[config.mk]
export PLATFORM = sky130hd
export DESIGN_NAME = odd_parity_serializer
export DESIGN_NICKNAME = d
export VERILOG_FILES = /design/src/rtl/odd_parity_serializer.sv
export SDC_FILE = /design/constraint.sdc
export NUM_CORES = 1
export LEC_CHECK = 0
export CORE_MARGIN = 2
export CORE_UTILIZATION = 43
export DETAILED_ROUTE_END_ITERATION = 7
export GPL_TIMING_DRIVEN = 1
export PLACE_DENSITY = 0.7
export SYNTH_ARGS = -nofsm -noshare
export SYNTH_HDL_FRONTEND = slang
export SYNTH_SLANG_ARGS = --single-unit
[constraint.sdc]
create_clock -name clk -period 2.1 [get_ports clk]
set_input_delay 0.21 -clock clk [delete_from_list [all_inputs] [get_ports clk]]
set_output_delay 0.21 -clock clk [all_outputs]
set_load 0.1 [all_outputs]
[src/rtl/odd_parity_serializer.sv]
// Serial framer: start bit, DATA_W data bits LSB first, odd-parity bit, then
// STOP_BITS stop bits, with a valid/ready word input and back-to-back frames.
module odd_parity_serializer #(
  parameter int DATA_W     = 4,
  parameter int BIT_CYCLES = 1,
  parameter int STOP_BITS  = 1
) (
  input  logic              clk,
  input  logic              rst,
  input  logic [DATA_W-1:0] din,
  input  logic              din_valid,
  output logic              din_ready,
  output logic              tx_out,
  output logic              tx_busy,
  output logic              par_out,
  output logic              frame_done
);

  localparam int CYC_W = $clog2(BIT_CYCLES) + 1;
  localparam int IDX_W = $clog2(DATA_W) + 1;
  localparam logic [CYC_W-1:0] CYC_LAST  = CYC_W'(BIT_CYCLES - 1);
  localparam logic [IDX_W-1:0] IDX_LAST  = IDX_W'(DATA_W - 1);
  localparam logic [1:0]       STOP_LAST = 2'(STOP_BITS - 1);

  localparam logic [2:0] ST_IDLE   = 3'd0;
  localparam logic [2:0] ST_START  = 3'd1;
  localparam logic [2:0] ST_DATA   = 3'd2;
  localparam logic [2:0] ST_PARITY = 3'd3;
  localparam logic [2:0] ST_STOP   = 3'd4;

  function automatic logic odd_parity(input logic [DATA_W-1:0] d);
    return ~^d;
  endfunction

  logic [2:0]        state_q, state_d;
  logic [CYC_W-1:0]  cyc_q, cyc_d;
  logic [IDX_W-1:0]  idx_q, idx_d;
  logic [1:0]        stop_q, stop_d;
  logic [DATA_W-1:0] shreg_q, shreg_d;
  logic              par_q, par_d;
  logic              tx_out_q, tx_out_d;
  logic              tx_busy_q, tx_busy_d;
  logic              frame_done_q, frame_done_d;
  logic              bit_last, stop_end, accept;

  // Next-state logic; state_q names the symbol currently on tx_out
  always_comb begin
    bit_last  = (cyc_q == CYC_LAST);
    stop_end  = (state_q == ST_STOP) && bit_last && (stop_q == STOP_LAST);
    din_ready = !rst && ((state_q == ST_IDLE) || stop_end);
    accept    = din_valid && din_ready;

    state_d = state_q;
    cyc_d   = cyc_q;
    idx_d   = idx_q;
    stop_d  = stop_q;
    shreg_d = shreg_q;
    par_d   = par_q;

    case (state_q)
      ST_IDLE: begin
        if (accept) begin
          state_d = ST_START;
          cyc_d   = {CYC_W{1'b0}};
          shreg_d = din;
          par_d   = odd_parity(din);
        end else begin
          state_d = ST_IDLE;
        end
      end
      ST_START: begin
        if (bit_last) begin
          state_d = ST_DATA;
          cyc_d   = {CYC_W{1'b0}};
          idx_d   = {IDX_W{1'b0}};
        end else begin
          cyc_d = cyc_q + CYC_W'(1);
        end
      end
      ST_DATA: begin
        if (bit_last) begin
          cyc_d   = {CYC_W{1'b0}};
          shreg_d = shreg_q >> 1;
          if (idx_q == IDX_LAST) begin
            state_d = ST_PARITY;
          end else begin
            idx_d = idx_q + IDX_W'(1);
          end
        end else begin
          cyc_d = cyc_q + CYC_W'(1);
        end
      end
      ST_PARITY: begin
        if (bit_last) begin
          state_d = ST_STOP;
          cyc_d   = {CYC_W{1'b0}};
          stop_d  = 2'd0;
        end else begin
          cyc_d = cyc_q + CYC_W'(1);
        end
      end
      ST_STOP: begin
        if (bit_last) begin
          cyc_d = {CYC_W{1'b0}};
          if (stop_q == STOP_LAST) begin
            // A word accepted on the final stop clock starts its frame with no idle gap
            if (accept) begin
              state_d = ST_START;
              shreg_d = din;
              par_d   = odd_parity(din);
            end else begin
              state_d = ST_IDLE;
            end
          end else begin
            stop_d = stop_q + 2'd1;
          end
        end else begin
          cyc_d = cyc_q + CYC_W'(1);
        end
      end
      default: begin
        state_d = ST_IDLE;
      end
    endcase
  end

  // Registered outputs are derived from the next state so they line up with it
  always_comb begin
    case (state_d)
      ST_IDLE:   tx_out_d = 1'b1;
      ST_START:  tx_out_d = 1'b0;
      ST_DATA:   tx_out_d = shreg_d[0];
      ST_PARITY: tx_out_d = par_d;
      ST_STOP:   tx_out_d = 1'b1;
      default:   tx_out_d = 1'b1;
    endcase
    tx_busy_d    = (state_d != ST_IDLE);
    frame_done_d = (state_d == ST_STOP) && (cyc_d == CYC_LAST) && (stop_d == STOP_LAST);
  end

  // State and output registers with synchronous reset
  always_ff @(posedge clk) begin
    if (rst) begin
      state_q      <= ST_IDLE;
      cyc_q        <= {CYC_W{1'b0}};
      idx_q        <= {IDX_W{1'b0}};
      stop_q       <= 2'd0;
      shreg_q      <= {DATA_W{1'b0}};
      par_q        <= 1'b0;
      tx_out_q     <= 1'b1;
      tx_busy_q    <= 1'b0;
      frame_done_q <= 1'b0;
    end else begin
      state_q      <= state_d;
      cyc_q        <= cyc_d;
      idx_q        <= idx_d;
      stop_q       <= stop_d;
      shreg_q      <= shreg_d;
      par_q        <= par_d;
      tx_out_q     <= tx_out_d;
      tx_busy_q    <= tx_busy_d;
      frame_done_q <= frame_done_d;
    end
  end

  assign tx_out     = tx_out_q;
  assign tx_busy    = tx_busy_q;
  assign par_out    = par_q;
  assign frame_done = frame_done_q;

endmodule

==> reports/metrics.yaml <==
placed_design:
  dp_hpwl_um: 1281
  io_buffers: 11
  gp_congestion: 0.7320
clocking:
  path_clk_slew_ns: 0.10
  ctsHoldBuffers: 0
  cts_setup_buffers: 0
  cts_buffers: 3
  cts_resized: 0
  clk_latency_ns: 0.30
  h-tree-depth: 1
  clk_path_buf_depth: 2
  root_buffer: "clkbuf_4"
  cts_tree: "built"
  clock-sinks: 17
critical_path:
  path_max_fanout: 4
  r2r_end: "tx_out"
  cp-start-kind: "flop"
  cp-end-kind: "flop"
  path_class: "reg -> reg"
  reg2reg_depth: 5
  arrival_ns: 2.00
  r2r-start: "state_q[0]"
  cp_data_required_time_ns: 2.33
  reg2reg_slack_ns: 0.33
run_status:
  outcome: "completed"
synth:
  synth-xor-area-share_pct: 3.911
  netlist_area_um2: 895.9
  synth-compound-area-share_pct: 19.41
  synthMuxAreaShare_pct: 3.492
  yosysUniqueCellTypes: 30
  synth_top_family_by_area: "simple AND/OR/NAND/NOR gates"
  syn_nets: 117
  avgSynthCellArea_um2: 8.452
  syn_inst: 106
  ys_seq_elements: 17
  ys_seq_area_share_pct: 37.99
  ys_warn_count: 0
  synthAdderAreaFrac_pct: 5.587
  synthSimpleGateAreaFrac_pct: 25.42
drt:
  routed-wl-met2_um: 824
  vias: 775
  avgViaCountPerCell: 5.272
  routed_wl_um: 1754
  top_layer: "met4"
  drt-met1-wl_um: 818
  wl_met3_um: 91
  drt_iter0_drc: 9
  first_pass_iters: 4
  routedWlPerCell_um: 11.93
  drc: 0
  antenna_left: 0
global_routing:
  grt-ovfl-total: 0
  grt_pass1_vias: 755
  grt_util_all_layers_pct: 16.11
  antenna_found_initial: 0
  grt_pass1_wl_um: 3042
  grt_max_degree: 16
timing:
  finalSetupViolCount: 0
  fmax_mhz: 563.6
  slew_headroom_pct: 64.36
  fin_crit_sh_pct: 84.49
  hold_violations: 0
  slew_violations: 0
  rsz0062_at_grt: "false"
  fin_setup_tns_ns: 0
  period_minus_slack_ns: 1.774
  worst_slew_pin_slew_ns: 0.5290
  clock_skew_ns: 0.008299
floorplanning:
  die_w_um: 49.65
  initial_core_util_pct: 45.66
  die_height_um: 49.65
  die_area_um2: 2465
  rows: 16
  core_area_um2: 1962
  ios: 12
final_layout:
  drive_above_1_share_pct: 15.00
  antenna_cells: 0
  area_delta_synth_final_pct: 20.67
  finalNetCount: 132
power_and_ir_drop:
  power_density_nw_per_um2: 627.7
  total_power_mw: 0.6786
  power.leakage_nw: 0.4113
  vdd_drop_max_mv: 0.4026
min_path:
  min-delay-start: "idx_q[2]"
  hold_depth: 2
  hold_path.class: "reg -> reg"
  holdPathEnd: "idx_q[2]"
job:
  drv_cap: 0
## critical path, cell delays in order, from the launching register on
cell and delay, ns:
dfxtp_1 0.33, or3_4 0.41, a211oi_4 0.29, mux2i_1 0.15, or3_1 0.36, a32oi_1 0.17
## synthesized netlist by cell type
cell      count  area, um2
a21o_1        2      15.01
inv_1         5      18.77
nor2b_1       4      25.02
nand3b_1      1      7.510
o21ai_0       3      15.01
or3b_2        1      8.760
nor2_1       10      37.54
and2_1        1      6.260
a211oi_4      1      20.02
a32oi_1       2      17.52
mux2_2        1      11.26
nand2b_1      2      12.51
nor3b_1       4      30.03
a22oi_1       2      15.01
nand3_1       1      5.000
clkbuf_1      5      18.77
xnor2_1       4      35.03
ha_1          4      50.05
or3_1         4      25.02
o22ai_1       3      18.77
nor3_1        2      10.01
o21bai_1      1      7.510
a31oi_1       1      6.260
a211o_1       1      8.760
dfxtp_1      17      340.3
mux2i_1       2      20.02
or3_4         1      11.26
nand2_1      10      37.54
or4bb_1       1      11.26
a21oi_1      10      50.05
## cell type report
type,count,area (um2)
tap,27,33.78
clock inverter,1,5.005
multi-input combinational,79,520.5
fill,208,880.8
clock buffer,3,22.52
sequential,17,340.3
inverter,5,18.77
timing repair buffer,15,140.1
## stage by stage
stage | worst slack, ns | hold WS, ns | area, um2 | std cells | utilization (%)
after floorplan | 0.2200 | 0.2816 | 898.4 | 106 | -
final | 0.3257 | 0.4578 | 1081 | 147 | 55.10
after global placement | 0.1317 | 0.4377 | 1054 | 143 | 53.70
after detailed placement | 0.06928 | 0.4527 | 1054 | 143 | 53.70
after global routing | 0.2423 | 0.4943 | 1081 | 147 | 55.10
after CTS | 0.3222 | 0.4651 | 1081 | 147 | 55.10
## logic make-up after synthesis
kind of cell / after synthesis
buffers and inverters: 10
DFF: 17
and+or+nand+nor: 42
xor gates and xnor gates: 4
AOI/OAI and AO/OA: 26
muxes: 3
adders and majority gates: 4
## per-layer routing
| metal | vias up | track usage [%] |
|---|---|---|
| met3 | 4 | 5.758 |
| li1 | 400 | - |
| met2 | 18 | 25.11 |
| met1 | 353 | 20.49 |
| met5 | - | 0 |
| met4 | 0 | 5.556 |
## cell usage in the layout, fill, tap and decap left out, types with 2 or more instances in the layout
cell,Yosys,final
o21ai_0,3,3
dfxtp_1,17,17
nor2b_1,4,4
mux2i_1,2,2
buf_4,0,8
a21oi_1,10,10
a22oi_1,2,2
a32oi_1,2,2
nor3_1,2,2
inv_1,5,5
a21o_1,2,2
nor2_1,10,9
nand2_1,10,10
or3_1,4,4
o22ai_1,3,3
xnor2_1,4,4
ha_1,4,4
clkdlybuf4s50_1,0,6
nand2b_1,2,2
clkbuf_4,0,3
nor3b_1,4,4
## worst max path at each step
stage,startpoint,end,slack [ns],depth (start not counted)
final,state_q[0],tx_out,0.33,5
after detailed placement,rst,tx_out,0.07,6
after global placement,rst,tx_out,0.13,6
after floorplan,cyc_q,din_ready,0.22,4
after CTS,stop_q[0],din_ready,0.32,6
after global routing,stop_q[0],din_ready,0.24,6
## power breakdown
group          internal [mW]  switching, mW
combinational         0.0596         0.0998
clock                 0.0710          0.107
sequential             0.335        0.00654
total                  0.465          0.213
## state kept, by name, indices dropped and copies added, names as in the netlist
register,cells
frame_done,1
par_out,1
tx_out,1
stop_q,2
cyc_q,1
state_q,3
tx_busy,1
idx_q,3
shreg_q,4
Power figures use the tool's default switching activity.
